`config.mk`:
```
export PLATFORM = sky130hd
export DESIGN_NAME = universal_register
export DESIGN_NICKNAME = d
export VERILOG_FILES = /design/src/rtl/universal_register_pkg.sv /design/src/rtl/universal_register.sv
export SDC_FILE = /design/constraint.sdc
export NUM_CORES = 1
export LEC_CHECK = 0
export BUFFER_PORTS_ARGS = -buffer_cell sky130_fd_sc_hd__buf_2
export CORE_AREA = 2 2 62 64
export DETAILED_ROUTE_END_ITERATION = 7
export DIE_AREA = 0 0 64 66
export HOLD_SLACK_MARGIN = 0.02
export SLEW_MARGIN = 20
export SYNTH_ARGS = -nofsm -noshare
export SYNTH_HDL_FRONTEND = slang
export SYNTH_SLANG_ARGS = --single-unit
```
`constraint.sdc`:
```
create_clock -name clk -period 3.8 [get_ports clk]
set_input_delay 0.38 -clock clk [delete_from_list [all_inputs] [get_ports clk]]
set_output_delay 0.38 -clock clk [all_outputs]
set_load 0.01 [all_outputs]
```
`src/rtl/universal_register_pkg.sv`:
```
// Shared mode encoding for universal_register; controllers drive one mode code
// instead of separate load/shift/count enables.
package universal_register_pkg;

    localparam int MODE_W = 3;

    typedef enum logic [MODE_W-1:0] {
        HOLD = 3'd0,
        LOAD = 3'd1,
        SHL  = 3'd2,
        SHR  = 3'd3,
        ROL  = 3'd4,
        ROR  = 3'd5,
        INC  = 3'd6,
        DEC  = 3'd7
    } reg_mode_e;

endpackage

```
`src/rtl/universal_register.sv`:
```
// Multi-mode register (masked load, shift, rotate, inc/dec) with registered carry and
// combinational zero flag; one-cycle latency, no flow control (accepts every cycle).
module universal_register
    import universal_register_pkg::*;
#(
    parameter int unsigned     size      = 8,
    parameter logic [size-1:0] RESET_VAL = '0,
    parameter logic [size-1:0] CLEAR_VAL = '0
) (
    input  logic              clk,
    input  logic              rst,
    input  logic              clear,
    input  logic [MODE_W-1:0] mode,
    input  logic [size-1:0]   dataIn,
    input  logic [size-1:0]   loadMask,
    input  logic              serialIn,
    output logic [size-1:0]   dataOut,
    output logic              carry,
    output logic              zero
);

    localparam logic [size:0] ONE = {{size{1'b0}}, 1'b1};

    logic [size-1:0] data_q, data_d;
    logic            carry_q, carry_d;
    logic [size:0]   arith;

    // The size+1 bit result carries INC overflow and DEC borrow in its top bit.
    always_comb begin
        data_d  = data_q;
        carry_d = carry_q;
        arith   = {1'b0, data_q};
        case (mode)
            LOAD: begin
                data_d  = (dataIn & loadMask) | (data_q & ~loadMask);
                carry_d = 1'b0;
            end
            SHL: begin
                data_d  = {data_q[size-2:0], serialIn};
                carry_d = data_q[size-1];
            end
            SHR: begin
                data_d  = {serialIn, data_q[size-1:1]};
                carry_d = data_q[0];
            end
            ROL: begin
                data_d  = {data_q[size-2:0], data_q[size-1]};
                carry_d = data_q[size-1];
            end
            ROR: begin
                data_d  = {data_q[0], data_q[size-1:1]};
                carry_d = data_q[0];
            end
            INC: begin
                arith   = {1'b0, data_q} + ONE;
                data_d  = arith[size-1:0];
                carry_d = arith[size];
            end
            DEC: begin
                arith   = {1'b0, data_q} - ONE;
                data_d  = arith[size-1:0];
                carry_d = arith[size];
            end
            default: begin
            end
        endcase
    end

    always_ff @(posedge clk) begin
        if (rst) begin
            data_q  <= RESET_VAL;
            carry_q <= 1'b0;
        end else if (clear) begin
            data_q  <= CLEAR_VAL;
            carry_q <= 1'b0;
        end else begin
            data_q  <= data_d;
            carry_q <= carry_d;
        end
    end

    assign dataOut = data_q;
    assign carry   = carry_q;
    assign zero    = (data_q == '0);

    a_reset_val: assert property (@(posedge clk) rst |=> (dataOut == RESET_VAL));

    a_hold_stable: assert property (@(posedge clk) disable iff (rst)
        (!clear && mode == HOLD) |=> ($stable(dataOut) && $stable(carry)));

    a_zero_flag: assert property (@(posedge clk) disable iff (rst)
        zero == (dataOut == '0));

    a_inc_wrap: assert property (@(posedge clk) disable iff (rst)
        (!clear && mode == INC && dataOut == '1) |=> (dataOut == '0 && carry));

    a_mode_known: assert property (@(posedge clk)
        (!rst && !clear) |-> !$isunknown(mode));

endmodule

```
* Word-level counts from Yosys, hierarchy flattened
Cells that the tools add are included.
Widths: inputs -> output; s select.
** Operators by class
- Muxes and demuxes :: 2
- Equal/unequal tests :: 7
- $add $sub $neg :: 2
- Reduce and logical (&&, ||, !) cells :: 6
- Bitwise logic cells :: 4
** Operator list (count)
- $pmux 8 s7 :: 1
- $and 8x8->8 :: 2
- $eq 3x3->1 const B :: 4
- $add 8x1->9 const B :: 1
- $sub 8x1->9 const B :: 1
- $logic_not 8->1 :: 1
- $not 8->8 :: 1
- $or 8x8->8 :: 1
- $reduce_bool 7->1 :: 1
- $eq 3x2->1 const B :: 2
- $reduce_or 2->1 :: 3
- $pmux 1 s5 :: 1
- $reduce_bool 5->1 :: 1
- $eq 3x1->1 const B :: 1
** Storage, ports and cells
- Bits of input ports :: 23
- Flip-flop bits (word level) :: 9
- Word-level logic and storage cells :: 23

* Longest topological paths before layout
- Word-level depth :: 4
- Gate-level depth with buffers :: 7

* Worst setup path after synthesis
No wires, ideal clock.
- Kind :: register -> output
- Start :: reg (tool-made name)
- End :: out zero
- Arrival :: 1.369 ns
- Cell stages (with the launch flop) :: 5
- Path slack :: 2.051 ns
- Required time :: 3.420 ns
- Cell sequence :: dfxtp_1 > buf_6 > or4_4 > nor3_1 > and2_1
** RTL lines
- to (decl) :: RTL line universal_register.sv:19 : output logic zero

==> reports/metrics.yaml <==
yosys:
  synth_common_cells: "15 x nand2_1, 9 x dfxtp_1, 9 x mux2i_1, 9 x o21ai_0, 6 x nor3_1"
  syn_area_sq_um: 1040
  synthCells: 129
  synthArstFlopShare_pct: 0
  yosysTopAreaCellShare_pct: 17.4
  ys_seq_area_share_pct: 17.4
  syn_nets: 154
  ys_warn_count: 0
  synth_edf_count: 0
  synth_top_area_cell: "dfxtp_1"
  synth_most_common_cell: "nand2_1"
  synth_top_flop_cell: "dfxtp_1"
  syn-mean-instance-area_sq_um: 8.03
  synth-seq-cells: 9
  ys_types: 47
  synth_area_leaders: "dfxtp_1 17%, mux2i_1 8.7%, nand2_1 5.4%"
setup_path:
  reg2reg_depth: 6
  end_kind: "primary output"
  cp.required_ns: 3.42
  crit_type: "reg2out"
  crit_arrival_ns: 1.79
  critPathLaunchType: "flop"
  cp_max_fo: 13
die:
  die_y_microns: 66
  boundaryPins: 33
  core_sq_um: 3550
  die_w_microns: 64
  initial_utilization_pct: 29.2
  die_area_sq_um: 4220
  rows: 22
sta:
  worst_slew_pin_slew_ns: 0.647
  setup_ws_ns: 1.63
  fin_setup_tns_ns: 0
  hold_violations: 0
  skew_ns: 0.00311
  setup_violations: 0
  rsz0062_at_grt: "no"
  timing.fmax_mhz: 460
  period_minus_slack_ns: 2.17
  relSlewSlack_pct: 56.9
  slew_viol_final: 0
  period_share_pct: 57.2
final_layout:
  syn_to_final_growth_pct: 13.3
  fin_nets: 177
  diodes: 0
  fill_cells: 398
  drive_gt1_share_pct: 29.8
  multi_input_area_sq_um: 732
  seqCellArea_sq_um: 180
min_path:
  min_path_cells: 3
  min_path_type: "in2reg"
routing:
  viasPerCell: 5.06
  first_pass_iters: 4
  num_vias: 1006
  detail_route.wirelength_microns: 2540
  drt_iter0_drc: 51
  drc: 0
  wl_per_cell_microns: 12.8
  drtAntennaViolNets: 0
pwr:
  p_leak_uw: 0.000497
  ir_drop_v: 0.0000743
  power_density_nw_per_um2: 242
grt:
  grt_max_degree: 36
  first_global_vias: 938
  grt_pass1_wl_microns: 4340
  grt_remaining_overflow: 0
  antenna_found_initial: 0
  grt_usage_pct: 13.3
clock_network:
  postCtsSetupBuffers: 0
  hold_buffers: 0
  clk_path_buf_depth: 2
  clk_pin_slew_ns: 0.07
  clk_latency_ns: 0.27
  cts_tree: "done"
  cts_root_buf: "clkbuf_4"
  numCtsBuffers: 3
  cts_max_level: 1
  ctsResizeCount: 0
  clock-sinks: 9
run_status:
  run_status: "finished clean"
run:
  drv_cap: 0
place:
  portBuffers: 32
  pre_cts_slack_ns: 1.91
  dpl.hpwl_microns: 1840
  place.gp.congestion: 0.858
==> final cells by class <==
| cell class | count | share of cell area [%] |
|---|---|---|
| repair buffers | 32 | 13.6 |
| clock buffers | 4 | 2.24 |
| flip-flops and latches | 9 | 15.4 |
| multi-input cells | 102 | 62.4 |
| well taps | 48 | 5.12 |
| inverters | 4 | 1.28 |
==> cells by family after synthesis <==
family	count (synthesis)	share of synthesized area (%)
buffers and inverters	18	12.0
adder cells (fa/ha/maj)	2	2.42
flip-flops	9	17.4
multiplexers	13	13.0
AO/OA/AOI/OAI	35	26.0
AND/OR/NAND/NOR	47	25.0
XOR/XNOR	5	4.23
==> worst paths after layout <==
kind	startpoint	end	slack [ns]
worst max-delay path	flop	zero	1.63
worst min-delay path	dataIn[0]	flop	0.42
worst max register to register	flop	flop	2.06
worst min register to register	carry	carry	0.61
==> through the flow <==
step                std cells  instance area [sq um]  utilization [%]  hold WS [ns]  total power [uW]
floorplan                 129                   1040                -         0.568               186
CTS                       199                   1170             33.1         0.426               288
global route              199                   1170             33.1         0.442               309
global placement          195                   1150             32.3         0.602               209
finish                    199                   1170             33.1         0.424               284
detailed placement        195                   1150             32.3         0.604               208
==> worst max-delay path, cell delays in order (launching register included) <==
cell     delay [ns]
dfxtp_1        0.43
or4_4          0.62
nor3_1         0.20
and2_1         0.16
buf_2          0.12
==> cell usage in the layout (no fill, tap or decap), drive strengths merged, types with 3 or more instances in the layout <==
cell    netlist  layout
nand2        15      15
a311oi        3       3
clkbuf        9       4
mux2          4       4
inv           4       4
dfxtp         9       9
o22a          3       3
nor3          6       6
xnor2         4       4
a21oi         5       5
buf           5      32
nor2          5       5
o21ai         9       9
mux2i         9       9
==> power by group <==
group          internal [uW]  switching, uW
Combinational           47.5           49.2
Sequential              98.6           10.9
Clock                   40.6           37.3
==> routing by layer <==
layer  track usage (%)  part of all wire (%)  vias to the layer above
met3              2.21                   5.6                        2
li1                  -                     -                      523
met5                 0                     0                        -
met4              7.34                   1.1                        0
met1              17.3                    46                      453
met2              20.7                    47                       28
No activity file was read; power rests on OpenSTA's default activity.
